`src/rtl/affine_sched_addr_gen.sv`:
```
// Affine loop-nest address generator with an affine issue schedule, valid/ready
// handshake, start/done control and optional automatic repeat.
module affine_sched_addr_gen #(
  parameter int unsigned NUM_DIMS = 6,
  parameter int unsigned ADDR_W   = 16,
  parameter int unsigned CNT_W    = 16,
  parameter int unsigned CYC_W    = 16,
  parameter int unsigned DIM_W    = $clog2(NUM_DIMS + 1)
) (
  input  logic                              clk,
  input  logic                              rst,
  input  logic                              clk_en,
  input  logic                              flush,
  input  logic                              start,
  input  logic                              repeat_mode,
  input  logic [DIM_W-1:0]                  dimensionality,
  input  logic [NUM_DIMS-1:0][CNT_W-1:0]    ranges,
  input  logic [NUM_DIMS-1:0][ADDR_W-1:0]   strides,
  input  logic [ADDR_W-1:0]                 starting_addr,
  input  logic [NUM_DIMS-1:0][CYC_W-1:0]    sched_strides,
  input  logic [CYC_W-1:0]                  sched_offset,
  input  logic                              ready,
  output logic [ADDR_W-1:0]                 addr_out,
  output logic                              valid_out,
  output logic                              busy,
  output logic                              done
);

  typedef enum logic [1:0] {IDLE, RUN, DONE} state_t;

  state_t                            state, state_next;
  logic [NUM_DIMS-1:0][CNT_W-1:0]    cnt;
  logic [NUM_DIMS-1:0][ADDR_W-1:0]   addr_loc;
  logic [NUM_DIMS-1:0][CYC_W-1:0]    sched_loc;
  logic [CYC_W-1:0]                  cycle_cnt;
  logic [CYC_W-1:0]                  sched_time;
  logic [DIM_W-1:0]                  dim_eff;
  logic [NUM_DIMS-1:0]               active;
  logic [NUM_DIMS-1:0]               at_max;
  logic [NUM_DIMS-1:0]               upd;
  logic [CNT_W-1:0]                  range_m1;
  logic                              carry;
  logic                              last;
  logic                              step;
  logic                              stall;

  // Active-dim mask, carry chain, address and schedule sums
  always_comb begin
    dim_eff    = (dimensionality > DIM_W'(NUM_DIMS)) ? DIM_W'(NUM_DIMS) : dimensionality;
    active     = '0;
    at_max     = '0;
    upd        = '0;
    range_m1   = '0;
    carry      = 1'b1;
    last       = 1'b1;
    addr_out   = starting_addr;
    sched_time = sched_offset;
    for (int unsigned d = 0; d < NUM_DIMS; d++) begin
      active[d] = (DIM_W'(d) < dim_eff);
      range_m1  = (ranges[d] == '0) ? '0 : ranges[d] - CNT_W'(1);
      at_max[d] = (cnt[d] == range_m1);
      if (active[d]) begin
        upd[d]     = carry;
        carry      = carry & at_max[d];
        last       = last & at_max[d];
        addr_out   = addr_out + addr_loc[d];
        sched_time = sched_time + sched_loc[d];
      end
    end
  end

  assign valid_out = clk_en & (state == RUN) & (cycle_cnt >= sched_time);
  assign step      = valid_out & ready;
  assign stall     = valid_out & ~ready;

  always_ff @(posedge clk or posedge rst) begin
    if (rst) state <= IDLE;
    else     state <= state_next;
  end

  always_comb begin
    state_next = state;
    if (clk_en) begin
      if (flush) begin
        state_next = IDLE;
      end else begin
        case (state)
          IDLE, DONE: if (start) state_next = RUN;
          RUN:        if (step && last && !repeat_mode) state_next = DONE;
          default:    state_next = IDLE;
        endcase
      end
    end
  end

  // Iteration counters, locs and cycle counter; anything outside an ongoing
  // RUN (including the pass-final step) holds them at zero.
  always_ff @(posedge clk or posedge rst) begin
    if (rst) begin
      cnt       <= '0;
      addr_loc  <= '0;
      sched_loc <= '0;
      cycle_cnt <= '0;
      busy      <= 1'b0;
      done      <= 1'b0;
    end else if (clk_en) begin
      busy <= (state_next == RUN);
      done <= (state_next == DONE);
      if (flush || (state != RUN) || (step && last)) begin
        cnt       <= '0;
        addr_loc  <= '0;
        sched_loc <= '0;
        cycle_cnt <= '0;
      end else if (!stall) begin
        cycle_cnt <= cycle_cnt + CYC_W'(1);
        if (step) begin
          for (int unsigned d = 0; d < NUM_DIMS; d++) begin
            if (upd[d]) begin
              if (at_max[d]) begin
                cnt[d]       <= '0;
                addr_loc[d]  <= '0;
                sched_loc[d] <= '0;
              end else begin
                cnt[d]       <= cnt[d] + CNT_W'(1);
                addr_loc[d]  <= addr_loc[d] + strides[d];
                sched_loc[d] <= sched_loc[d] + sched_strides[d];
              end
            end
          end
        end
      end
    end
  end

endmodule
```
`config.mk`:
```
export PLATFORM = sky130hd
export DESIGN_NAME = affine_sched_addr_gen
export DESIGN_NICKNAME = d
export VERILOG_FILES = /design/src/rtl/affine_sched_addr_gen.sv
export SDC_FILE = /design/constraint.sdc
export NUM_CORES = 2
export LEC_CHECK = 0
export CAP_MARGIN = 20
export CORE_UTILIZATION = 45
export DETAILED_ROUTE_END_ITERATION = 16
export PLACE_DENSITY = 0.73
export SETUP_SLACK_MARGIN = 0.05
export SLEW_MARGIN = 20
export SYNTH_ARGS = -nofsm -noshare
export SYNTH_HDL_FRONTEND = slang
export SYNTH_SLANG_ARGS = --single-unit
```
`constraint.sdc`:
```
create_clock -name clk -period 21.3 [get_ports clk]
set_input_delay 2.13 -clock clk [delete_from_list [all_inputs] [get_ports clk]]
set_output_delay 2.13 -clock clk [all_outputs]
set_load 0.005 [all_outputs]
```
== Word level (Yosys, flattened, before mapping) ==
Cells that the tools add are included.

* $add $sub $neg: 37
* $lt $le $gt $ge: 8
* Equal/unequal tests: 12
* Mux-type cells: 83
* Bitwise gates (word level): 10
* Reductions and logical operators: 27

{| class="wikitable"
|+ Operator list
! cell !! number
|-
| 16-bit two-way mux || 56
|-
| 96-bit two-way mux || 9
|-
| 16-bit adder || 24
|-
| 16-bit by 1-bit adder with 16-bit output, second input constant || 7
|-
| 16-bit equality test || 6
|-
| 16-bit logical NOT || 6
|-
| 16-bit by 1-bit subtractor with 16-bit output, second input constant || 6
|-
| 4-bit AND reduction || 6
|-
| 16-bit >= comparator || 1
|-
| 2-bit nonzero test || 7
|-
| 1-bit two-way mux || 12
|-
| 1-bit bitwise AND || 9
|-
| 2-bit two-way mux || 4
|-
| 1-bit by 3-bit less-than comparator with 1-bit output, first input constant || 2
|-
| 2-bit by 3-bit less-than comparator with 1-bit output, first input constant || 2
|-
| 3-bit less-than comparator, first input constant || 2
|-
| 2-bit by 1-bit equality test with 1-bit output, second input constant || 2
|-
| 2-bit equality test, second input constant || 2
|-
| 2-bit by 1-bit != test with 1-bit output, second input constant || 2
|-
| 2-bit case mux with 2 select lines || 1
|-
| 3-bit > comparator, second input constant || 1
|-
| 3-bit two-way mux || 1
|-
| 1-bit logical AND || 2
|-
| 2-bit logical NOT || 1
|-
| other kinds (5) || 6
|}

* Register bits after elaboration: 308
* Bits of input ports: 330
* Output and inout port bits: 19

== Longest topological paths before layout ==
* Depth after elaboration: 24
* Depth in mapped cells: 60
* Mapped depth without buffers: 57

== Worst setup path before layout ==
OpenSTA, ideal clock, no wires.

* Path type: input to output
* From: input dimensionality[2]
* To: output valid_out
* Data arrival time: 10782 ps
* Data required time: 19170 ps
* Setup slack: 8388 ps
* Cell stages on the path: 49
* Cell sequence: clkbuf_1 or3_1 clkbuf_1 clkbuf_1 mux2i_1 inv_1 ha_1 fa_1 a21o_1 a21o_1 xor2_1 mux2_2 ha_1 a21boi_0 o21ai_0 a21oi_1 o21a_1 nor2_1 (+13 left out) nor3_1 nor2_1 nand2_1 xor2_1 nor2_1 a21oi_1 nand2_1 o21a_1 ha_1 and3_1 a2111oi_0 o22ai_1 ha_1 a21o_1 a21o_1 a21oi_1 o311ai_0 and2_1

* Cells in the longest elaborated chain, start to end: 16
* Elaborated cells between the ends (all ways): 21
* Those cells by class: add/sub: 5; order compare: 8; mux: 7; bitwise: 1

{| class="wikitable"
|+ RTL lines
! what !! RTL line !! text
|-
| start: declaration || 16 || <nowiki>input logic [DIM_W-1:0] dimensionality,</nowiki>
|-
| 3-bit > comparator || 49 || <nowiki>dim_eff = (dimensionality > DIM_W'(NUM_DIMS)) ? DIM_W'(NUM_DIMS) : dimensionality;</nowiki>
|-
| 3-bit two-way mux (*) || 49 ||
|-
| 1-bit by 3-bit less-than comparator with 1-bit output || 59 || <nowiki>active[d] = (DIM_W'(d) < dim_eff);</nowiki>
|-
| 16-bit two-way mux || 62 || <nowiki>if (active[d]) begin</nowiki>
|-
| 16-bit adder || 67 || <nowiki>sched_time = sched_time + sched_loc[d];</nowiki>
|-
| 16-bit two-way mux || 62 ||
|-
| 16-bit adder || 67 ||
|-
| 16-bit two-way mux || 62 ||
|-
| 16-bit adder || 67 ||
|-
| 16-bit two-way mux || 62 ||
|-
| 16-bit adder || 67 ||
|-
| 16-bit two-way mux || 62 ||
|-
| 16-bit adder || 67 ||
|-
| 16-bit two-way mux (*) || 62 ||
|-
| 16-bit >= comparator (*) || 72 || <nowiki>assign valid_out = clk_en & (state == RUN) & (cycle_cnt >= sched_time);</nowiki>
|-
| 1-bit bitwise AND (*) || 72 ||
|-
| end: declaration || 24 || <nowiki>output logic valid_out,</nowiki>
|}

Every way passes the cells marked *; elsewhere a longest branch is shown, timed or not.

== Final worst setup path ==
* From: input dimensionality[0]
* To: output valid_out

The elaborated chain is that of the path after synthesis.

==> results by group <==
Run status
  – Status: finished, final reports clean

Finish
  – Non-Filler Instances: 5,473
  – Share of cells above drive strength 1: 4.93%
  – FILL cells: 6,932
  – Core Util, Final: 53.4%
  – Multi-input combinational cell area: 0.0255 mm²
  – Area occupied by registers: 0.00771 mm²
  – Final layout net count: 5,226
  – Layout area overhead: 16.9%

Detailed routing
  – Routed WL per cell: 19.8 µm
  – Total wire length: 109,000 µm
  – DR vias: 32,800
  – DRC: 0
  – Vias per cell: 5.99
  – First-pass DRT Iterations: 6
  – First DRT Iteration DRCs: 2,453
  – Post-route ant nets: 0

CTS
  – CTS tree: built
  – Num CTS Buffers: 38
  – # hold bufs at CTS: 0
  – Worst skew pair latency: 570 ps
  – Post-CTS sizing: 0
  – Root buffer cell: clkbuf_16
  – CTS Buffer Depth: 3
  – H-tree levels: 2
  – Clk sink count: 308
  – Clock-pin transition on the worst setup and hold timing paths: 60 ps
  – # Post-CTS Setup Buffers: 0

Global route
  – Initial antenna violation count: 6
  – Total GRT Usage: 27.6%
  – First-pass GRT wire length: 171,000 µm
  – Grt ovf: 0
  – Vias in the first global route: 30,900
  – Largest net degree at the start of global routing: 94

Floorplan
  – Ports: 349
  – Die X: 278 µm
  – Row count: 100
  – Core ar.: 0.0748 mm²
  – Die Y-Extent: 278 µm
  – Initial core utilization: 45.7%
  – Die area: 0.0770 mm²

Critical path
  – Data required, critical path: 19,170 ps
  – Slowest-stage cell, CP: mux2i_1
  – Internal reg-to-reg setup slack: 8430 ps
  – CP dominant cell by count: ha_1
  – Critical path data arrival time: 13,120 ps
  – CP endpoint kind: output port
  – Kind of start point of the critical path: input port
  – CP max FO: 37
  – R2R cell count: 51
  – Crit Path Class: in -> out
  – Worst stage delay on the critical path: 590 ps

Timing
  – Fin. Hold Viols: 0
  – Slew HR: 22.0%
  – Fmax: 65.6 MHz
  – Fin Setup TNS: 0 ps
  – Setup Skew: 28.0 ps
  – Final period util: 71.6%
  – Final setup violation count: 0
  – Slew Limit Fails: 0
  – Tmin final: 15,250 ps
  – RSZ-0062 raised after global routing: no
  – Worst-margin pin slew: 1170 ps

Yosys
  – Synth area leaders: dfrtp_1, ha_1, xnor2_1, xor2_1, a21oi_1
  – Sequential area share after synthesis: 22.6%
  – Synth cell types: 98
  – Syn avg cell area: 8.16 µm²
  – Post-synth top cells: ha_1, nand2_1, nor2_1
  – Number of synthesized flops with an enable pin: 0
  – Ys flop type: dfrtp_1
  – Mapped cell area: 0.0342 mm²
  – Synth warnings: 0
  – Mapped Cells: 4,187
  – Ys async rst share: 100%
  – Yosys top cell by area: dfrtp_1
  – Share of the synthesized area in the top cell type: 22.6%
  – Mapped Nets: 4,938
  – Number of synthesized register bits: 308
  – Most frequent cell after synthesis: ha_1

Power
  – Peak supply drop: 0.0000460 V
  – Cell leakage power: 0.0181 µW
  – Pwr dens: 56.6 mW/mm²

Placed design
  – Gpl congestion: 0.983
  – DP Cell Count: 5,404
  – Buffers on Ports: 348
  – Hpwl dp: 86,100 µm

Min path
  – Hold Path Cell Cnt: 1
  – Hold Crit Class: reg -> reg

Run
  – Number of max-cap violations: 0
## per-stage QoR
| step | total power [µW] | worst slack [ps] | instance area (µm²) | hold slack (ps) |
|---|---|---|---|---|
| floorplan | 1300 | 8390 | 34200 | 467 |
| global placement | 1580 | 6140 | 38700 | 493 |
| detailed placement | 1600 | 5960 | 38700 | 501 |
| CTS | 2260 | 6100 | 39900 | 512 |
| global route | 2390 | 5140 | 39900 | 527 |
| finish | 2260 | 6050 | 39900 | 509 |
## worst max-delay path: cells and delay by family
family / cells / cell delay (ps)
AOI/OAI and AO/OA: 17 / 3580
xor gates and xnor gates: 4 / 540
adders and majority gates: 7 / 2330
buffers and inverters: 6 / 1840
muxes: 3 / 1070
and+or+nand+nor: 11 / 1530
## metal layers
layer / up-vias / share of wire [%] / global-route usage (%)
met3: 169 / 6.6 / 3.90
met1: 15700 / 44 / 36.8
li1: 15900 / - / -
met4: 6 / 3.6 / 9.73
met5: - / 0.042 / 0
met2: 1026 / 46 / 45.5
## state kept, by name (all words and copies together) (netlist names)
register   cells
addr_loc      96
busy           1
cnt           96
cycle_cnt     16
done           1
sched_loc     96
state          2
## layout by cell type, fill, tap and decap left out, drive strengths merged, types with 34 or more instances in the layout
cell type / instances
a211oi: 41
a21o: 124
a21oi: 299
a22o: 62
and3: 59
clkbuf: 56
clkdlybuf4s50: 347
dfrtp: 308
ha: 397
inv: 158
mux2: 48
mux2i: 52
nand2: 390
nand3: 103
nand4: 57
nor2: 381
nor2b: 40
nor3: 117
nor4: 50
o21a: 34
o21ai: 301
o21bai: 55
or3: 46
xnor2: 281
xor2: 196
## final cells by class
class / count / share of cell area (%)
Antenna cell: 3 / 0.0188
Clock buffer: 56 / 2.85
Clock inverter: 10 / 0.219
Inverter: 158 / 1.50
Multi-Input combinational cell: 3589 / 63.7
Sequential cell: 308 / 19.3
Tap cell: 969 / 3.04
Timing Repair Buffer: 380 / 9.32
## cells by family after synthesis
| logic type | Yosys count | share of synthesized area (%) |
|---|---|---|
| adder cells (fa/ha/maj) | 421 | 15.9 |
| multiplexers | 100 | 3.10 |
| XOR/XNOR | 480 | 12.4 |
| AND/OR/NAND/NOR | 1398 | 19.9 |
| flip-flops | 308 | 22.6 |
| AO/OA/AOI/OAI | 1190 | 22.8 |
| buffers and inverters | 290 | 3.23 |
## path summary, 6_finish.rpt
kind                                     end         startpoint
max in group asynchronous            cnt[59]                rst
worst max register to register  addr_loc[72]       sched_loc[0]
worst min register to register          busy               busy
min in group asynchronous       addr_loc[64]                rst
worst max-delay path               valid_out  dimensionality[0]
worst min-delay path                    busy               busy
## power breakdown
| part | switching, µW | leakage (µW) | internal (µW) |
|---|---|---|---|
| logic | 545 | 0.0132 | 428 |
| registers | 27.9 | 0.00427 | 604 |
| clock network | 274 | 0.000603 | 382 |
| total | 847 | 0.0181 | 1410 |
Power figures use the tool's default switching activity.
